<file path="config.mk">
export PLATFORM = sky130hd
export DESIGN_NAME = vx_commit_gather
export DESIGN_NICKNAME = d
export VERILOG_FILES = /design/src/rtl/vx_commit_gather.sv
export SDC_FILE = /design/constraint.sdc
export NUM_CORES = 1
export LEC_CHECK = 0
export CAP_MARGIN = 25
export CORE_AREA = 4 4 202 204
export CTS_CLUSTER_SIZE = 16
export DETAILED_ROUTE_END_ITERATION = 8
export DIE_AREA = 0 0 206 208
export MAX_ROUTING_LAYER = met4
export PLACE_DENSITY = 0.67
export SKIP_LAST_GASP = 1
export SLEW_MARGIN = 20
export SYNTH_ARGS = -nofsm -noshare
export SYNTH_HDL_FRONTEND = slang
export SYNTH_SLANG_ARGS = --single-unit
</file>
<file path="constraint.sdc">
create_clock -name clk -period 12.6 [get_ports clk]
set_input_delay 2.52 -clock clk [delete_from_list [all_inputs] [get_ports clk]]
set_output_delay 2.52 -clock clk [all_outputs]
set_load 0.005 [all_outputs]
</file>
<file path="src/rtl/vx_commit_gather.sv">
// Commit-channel consumer: gathers lane-sliced commit packets of one instruction
// into a full-warp writeback request and counts retired instructions.
module vx_commit_gather #(
  parameter int NUM_THREADS = 8,
  parameter int NUM_LANES   = 4,
  parameter int PID_WIDTH   = ((NUM_THREADS / NUM_LANES) > 1) ? $clog2(NUM_THREADS / NUM_LANES) : 1,
  parameter int XLEN        = 32,
  parameter int NW_WIDTH    = 2,
  parameter int NR_BITS     = 6,
  parameter int UUID_WIDTH  = 1
) (
  input  logic                         clk,
  input  logic                         reset,
  input  logic                         commit_valid,
  input  logic [UUID_WIDTH-1:0]        commit_uuid,
  input  logic [NW_WIDTH-1:0]          commit_wid,
  input  logic [NUM_LANES-1:0]         commit_tmask,
  input  logic [XLEN-1:0]              commit_PC,
  input  logic                         commit_wb,
  input  logic [NR_BITS-1:0]           commit_rd,
  input  logic [NUM_LANES*XLEN-1:0]    commit_data,
  input  logic [PID_WIDTH-1:0]         commit_pid,
  input  logic                         commit_sop,
  input  logic                         commit_eop,
  output logic                         commit_ready,
  output logic                         wb_valid,
  output logic [UUID_WIDTH-1:0]        wb_uuid,
  output logic [NW_WIDTH-1:0]          wb_wid,
  output logic [XLEN-1:0]              wb_PC,
  output logic [NR_BITS-1:0]           wb_rd,
  output logic [NUM_THREADS-1:0]       wb_tmask,
  output logic [NUM_THREADS*XLEN-1:0]  wb_data,
  input  logic                         wb_ready,
  output logic [31:0]                  retired_count,
  output logic                         proto_err
);

  localparam int NUM_PKTS = NUM_THREADS / NUM_LANES;

  typedef enum logic [1:0] {
    S_IDLE,
    S_COLLECT,
    S_FULL
  } state_t;

  state_t r_state;
  state_t w_state_next;

  logic [UUID_WIDTH-1:0] r_uuid;
  logic [NW_WIDTH-1:0]   r_wid;
  logic [XLEN-1:0]       r_pc;
  logic                  r_wb;
  logic [NR_BITS-1:0]    r_rd;
  logic [31:0]           r_retired;
  logic                  r_err;

  logic [NUM_LANES-1:0]      r_tmask_slot [NUM_PKTS];
  logic [NUM_LANES*XLEN-1:0] r_data_slot  [NUM_PKTS];

  logic w_accept;
  logic w_open;
  logic w_start;
  logic w_merge;
  logic w_drop;
  logic w_take;
  logic w_done;
  logic w_done_wb;
  logic w_err;

  // A FULL buffer can take a new packet only in the cycle it is being drained.
  assign commit_ready = (r_state != S_FULL) | wb_ready;
  assign w_accept     = commit_valid & commit_ready;
  assign w_open       = (r_state == S_COLLECT);
  assign w_start      = w_accept & commit_sop;
  assign w_merge      = w_accept & ~commit_sop & w_open;
  assign w_drop       = w_accept & ~commit_sop & ~w_open;
  assign w_take       = w_start | w_merge;
  assign w_done       = w_take & commit_eop;
  assign w_done_wb    = w_start ? commit_wb : r_wb;
  assign w_err        = w_drop
                      | (w_start & w_open)
                      | (w_merge & (commit_wid != r_wid));

  always_ff @(posedge clk or posedge reset) begin
    if (reset) begin
      r_state <= S_IDLE;
    end else begin
      r_state <= w_state_next;
    end
  end

  always_comb begin
    w_state_next = r_state;
    if (w_take) begin
      if (commit_eop) begin
        w_state_next = w_done_wb ? S_FULL : S_IDLE;
      end else begin
        w_state_next = S_COLLECT;
      end
    end else if ((r_state == S_FULL) && wb_ready) begin
      w_state_next = S_IDLE;
    end
  end

  always_ff @(posedge clk or posedge reset) begin
    if (reset) begin
      r_uuid <= '0;
      r_wid  <= '0;
      r_pc   <= '0;
      r_wb   <= 1'b0;
      r_rd   <= '0;
    end else if (w_start) begin
      r_uuid <= commit_uuid;
      r_wid  <= commit_wid;
      r_pc   <= commit_PC;
      r_wb   <= commit_wb;
      r_rd   <= commit_rd;
    end
  end

  always_ff @(posedge clk or posedge reset) begin
    if (reset) begin
      r_retired <= '0;
      r_err     <= 1'b0;
    end else begin
      if (w_done) begin
        r_retired <= r_retired + 32'd1;
      end
      if (w_err) begin
        r_err <= 1'b1;
      end
    end
  end

  // One storage slot per packet index; a sop clears every slot it does not write.
  genvar gi;
  generate
    for (gi = 0; gi < NUM_PKTS; gi++) begin : g_slot
      logic w_hit;
      assign w_hit = (commit_pid == PID_WIDTH'(gi));

      always_ff @(posedge clk or posedge reset) begin
        if (reset) begin
          r_tmask_slot[gi] <= '0;
          r_data_slot[gi]  <= '0;
        end else if (w_take && w_hit) begin
          r_tmask_slot[gi] <= commit_tmask;
          r_data_slot[gi]  <= commit_data;
        end else if (w_start) begin
          r_tmask_slot[gi] <= '0;
          r_data_slot[gi]  <= '0;
        end
      end

      assign wb_tmask[gi*NUM_LANES +: NUM_LANES]          = r_tmask_slot[gi];
      assign wb_data[gi*NUM_LANES*XLEN +: NUM_LANES*XLEN] = r_data_slot[gi];
    end
  endgenerate

  assign wb_valid      = (r_state == S_FULL);
  assign wb_uuid       = r_uuid;
  assign wb_wid        = r_wid;
  assign wb_PC         = r_pc;
  assign wb_rd         = r_rd;
  assign retired_count = r_retired;
  assign proto_err     = r_err;

endmodule

</file>
==> reports/results.tsv <==
metric	value	unit
worst path required time	10.08	ns
worst hold start	retired_count[31]	
Layout fillers	3541	
post-synth top area share	62.2	%
die area	42800	sq um
Worst setup SP type	primary input	
VDD IR max	0.102	mV
Post-synth EDFFs	0	
Synth Warn #	0	
initial antenna violation count	1	
Crit Path Class	primary input to output pin	
Final HPWL DP	29100	microns
register area share after synthesis	62.2	%
Slew Limit Headroom	30.9	%
status	finished, final reports clean	
CP most frequent cell	clkdlybuf4s50_1	
Total Routing Usage GR	19.9	%
vias per inst	4.67	
CTS max path bufs	3	
final critical-path required period	6.32	ns
Final #Nets	2052	
vias in the first global route	11600	
# rows	73	
RSZ-0062 raised after global routing	no	
share of layout cells above drive strength 1	6.11	%
final hold viol count	0	
CP max FO	4	
Routed Antenna Nets	0	
cells along the critical path	clkdlybuf4s50_1, nand2b_1, clkdlybuf4s50_1	
Mapped Cells	1394	
syn nets	1576	
PD cells	160	nW/um^2
routability cong.	0.841	
IO buf count	520	
Fin Setup TNS	0	ns
CP Buf/Inv Count	2	
worst r2r src	r_state[0]	
Mapped Area	13700	sq um
TritonCTS buffer count	39	
worst setup path start	wb_ready	
H-tree Lvls	2	
most frequent cells in the layout	nand2_1, clkdlybuf4s50_1, dfrtp_1	
crit path DAT	3.80	ns
dominant cell type by area after synthesis	dfrtp_1	
DRT Pass-1 Iters	4	
Post-CTS Setup Bufs	0	
sequential standard cell area	8530	sq um
worst-margin pin slew	1.04	ns
hold_buf cts	0	
first-pass GRT wire length	66200	microns
Core Area	39300	sq um
CTS tree	yes	
# setup viols final	0	
Area Overhead vs Synth	49.0	%
routed len/inst	17.4	microns
Worst-path clk slew	0.05	ns
cts repair resizes	0	
Top-Level Pins	521	
Synth Register Bits	341	
Slowest Stage Delay on Critical Path	0.54	ns
leak pwr	0.00873	uW
Clock Sinks	341	
gr ovfl total	0	
via count	11300	
commonest non-fill, non-tap cell in the layout	nand2_1	
max cap viols	0	
area of the multi-input gates	4620	sq um
Async SR Flop Fraction	100	%
CP delay by family, top	buffers and inverters	
die width	206	microns
starting density of the core	34.9	%
Worst setup EP type	output pin	
Clock Skews	0.0103	ns
final wirelength	42300	microns
DRC Markers	0	
Mean Syn Cell Area	9.83	sq um
DIE HEIGHT	208	microns
Final Non-Filler Cells	2423	
clock insertion delay at the later pin of the skew report	0.53	ns
placed cell count	2354	
Final Max Slew Viols	0	
slowest CP cell	clkdlybuf4s50_1	
Final Cycle Share	50.2	%
initial DRC count	590	
root buf cell	clkbuf_16	
top achievable clock speed	0.158	GHz
worst min path class	register to register	
Distinct cells, synth	37	
pin count of the biggest net entering global routing	256	
top_reg_cell synth	dfrtp_1	
Area contributors post-synth	dfrtp_1, nand2_1, o21ai_0, mux2_2, o21ai_1	
per-stage QoR:
| stage | total power (uW) | utilization (%) | instance area [sq um] | worst slack (ns) | hold WS, ns |
|---|---|---|---|---|---|
| after global placement | 2140 | 48.7 | 19100 | 6.34 | 0.460 |
| final | 3280 | 52.0 | 20400 | 6.28 | 0.467 |
| after floorplan | 1640 | - | 13700 | 0.628 | 0.460 |
| after global routing | 3460 | 52.0 | 20400 | 6.23 | 0.509 |
| after CTS | 3330 | 52.0 | 20400 | 6.29 | 0.475 |
| after detailed placement | 2160 | 48.7 | 19100 | 6.29 | 0.467 |
worst reg2reg max path, cell delays in order (launching register included):
cell	delay, ns
dfrtp_1	0.41
and2b_1	0.23
nand2b_1	0.11
nand3_4	0.65
buf_4	0.85
buf_4	0.89
nand2_1	0.14
o21ai_0	0.20
metal layers:
| metal | share of wire, % | vias up | track usage, % | wire, microns |
|---|---|---|---|---|
| met5 | 0 | - | - | 0 |
| met4 | 3.5 | 0 | 7.25 | 1460 |
| met3 | 7.8 | 84 | 5.52 | 3290 |
| met2 | 48 | 376 | 32.1 | 20500 |
| met1 | 40 | 5379 | 24.1 | 17100 |
| li1 | - | 5484 | - | - |
layout make-up:
| cell class | instances | area share (%) |
|---|---|---|
| multi-input cells | 953 | 22.6 |
| clock inverters | 12 | 0.833 |
| well taps | 525 | 3.22 |
| flip-flops and latches | 341 | 41.8 |
| inverters | 7 | 0.165 |
| repair buffers | 528 | 25.9 |
| clock buffers | 56 | 5.49 |
| diodes | 1 | 0.0122 |
state kept, by name (all words and copies together), names as in the netlist:
name / count
wb_data: 256
retired_count: 32
wb_PC: 32
wb_tmask: 8
wb_rd: 6
r_state: 2
wb_wid: 2
proto_err: 1
r_wb: 1
wb_uuid: 1
final timing paths:
check	to	cells past startpoint	slack (ns)
worst min register to register	retired_count[31]	1	0.47
worst max register to register	wb_data[182]	7	9.02
max in group asynchronous	wb_data[34]	3	8.77
worst min-delay path	retired_count[31]	1	0.47
worst max-delay path	commit_ready	3	6.28
min in group asynchronous	wb_PC[2]	2	2.53
where the power goes:
group	switching (uW)	leakage (uW)	internal (uW)	total, uW
Clock	447	0.000631	701	1150
Sequential	104	0.00440	1270	1380
Combinational	318	0.00370	436	754
cells in the mapped netlist, types with 2 or more instances:
| cell type | count |
|---|---|
| a21oi_1 | 2 |
| and2_1 | 2 |
| and3_1 | 4 |
| and4_1 | 6 |
| buf_2 | 24 |
| buf_4 | 3 |
| buf_6 | 19 |
| clkbuf_1 | 38 |
| clkbuf_2 | 9 |
| dfrtp_1 | 341 |
| inv_1 | 7 |
| mux2_2 | 43 |
| nand2_1 | 540 |
| nand2b_1 | 5 |
| nand3_1 | 10 |
| nand4_1 | 7 |
| nor2_1 | 13 |
| nor2b_1 | 3 |
| nor3_1 | 5 |
| o21ai_0 | 171 |
| o21ai_1 | 95 |
| xnor2_1 | 15 |
| xor2_1 | 18 |
kinds of logic after synthesis:
kind of cell             synth area share (%)
adder cells (fa/ha/maj)                0.0913
buffers and inverters                    4.16
AND/OR/NAND/NOR                          17.8
multiplexers                             3.53
AO/OA/AOI/OAI                            10.1
flip-flops                               62.2
XOR/XNOR                                 2.11
(Power assumes the default switching activity.)
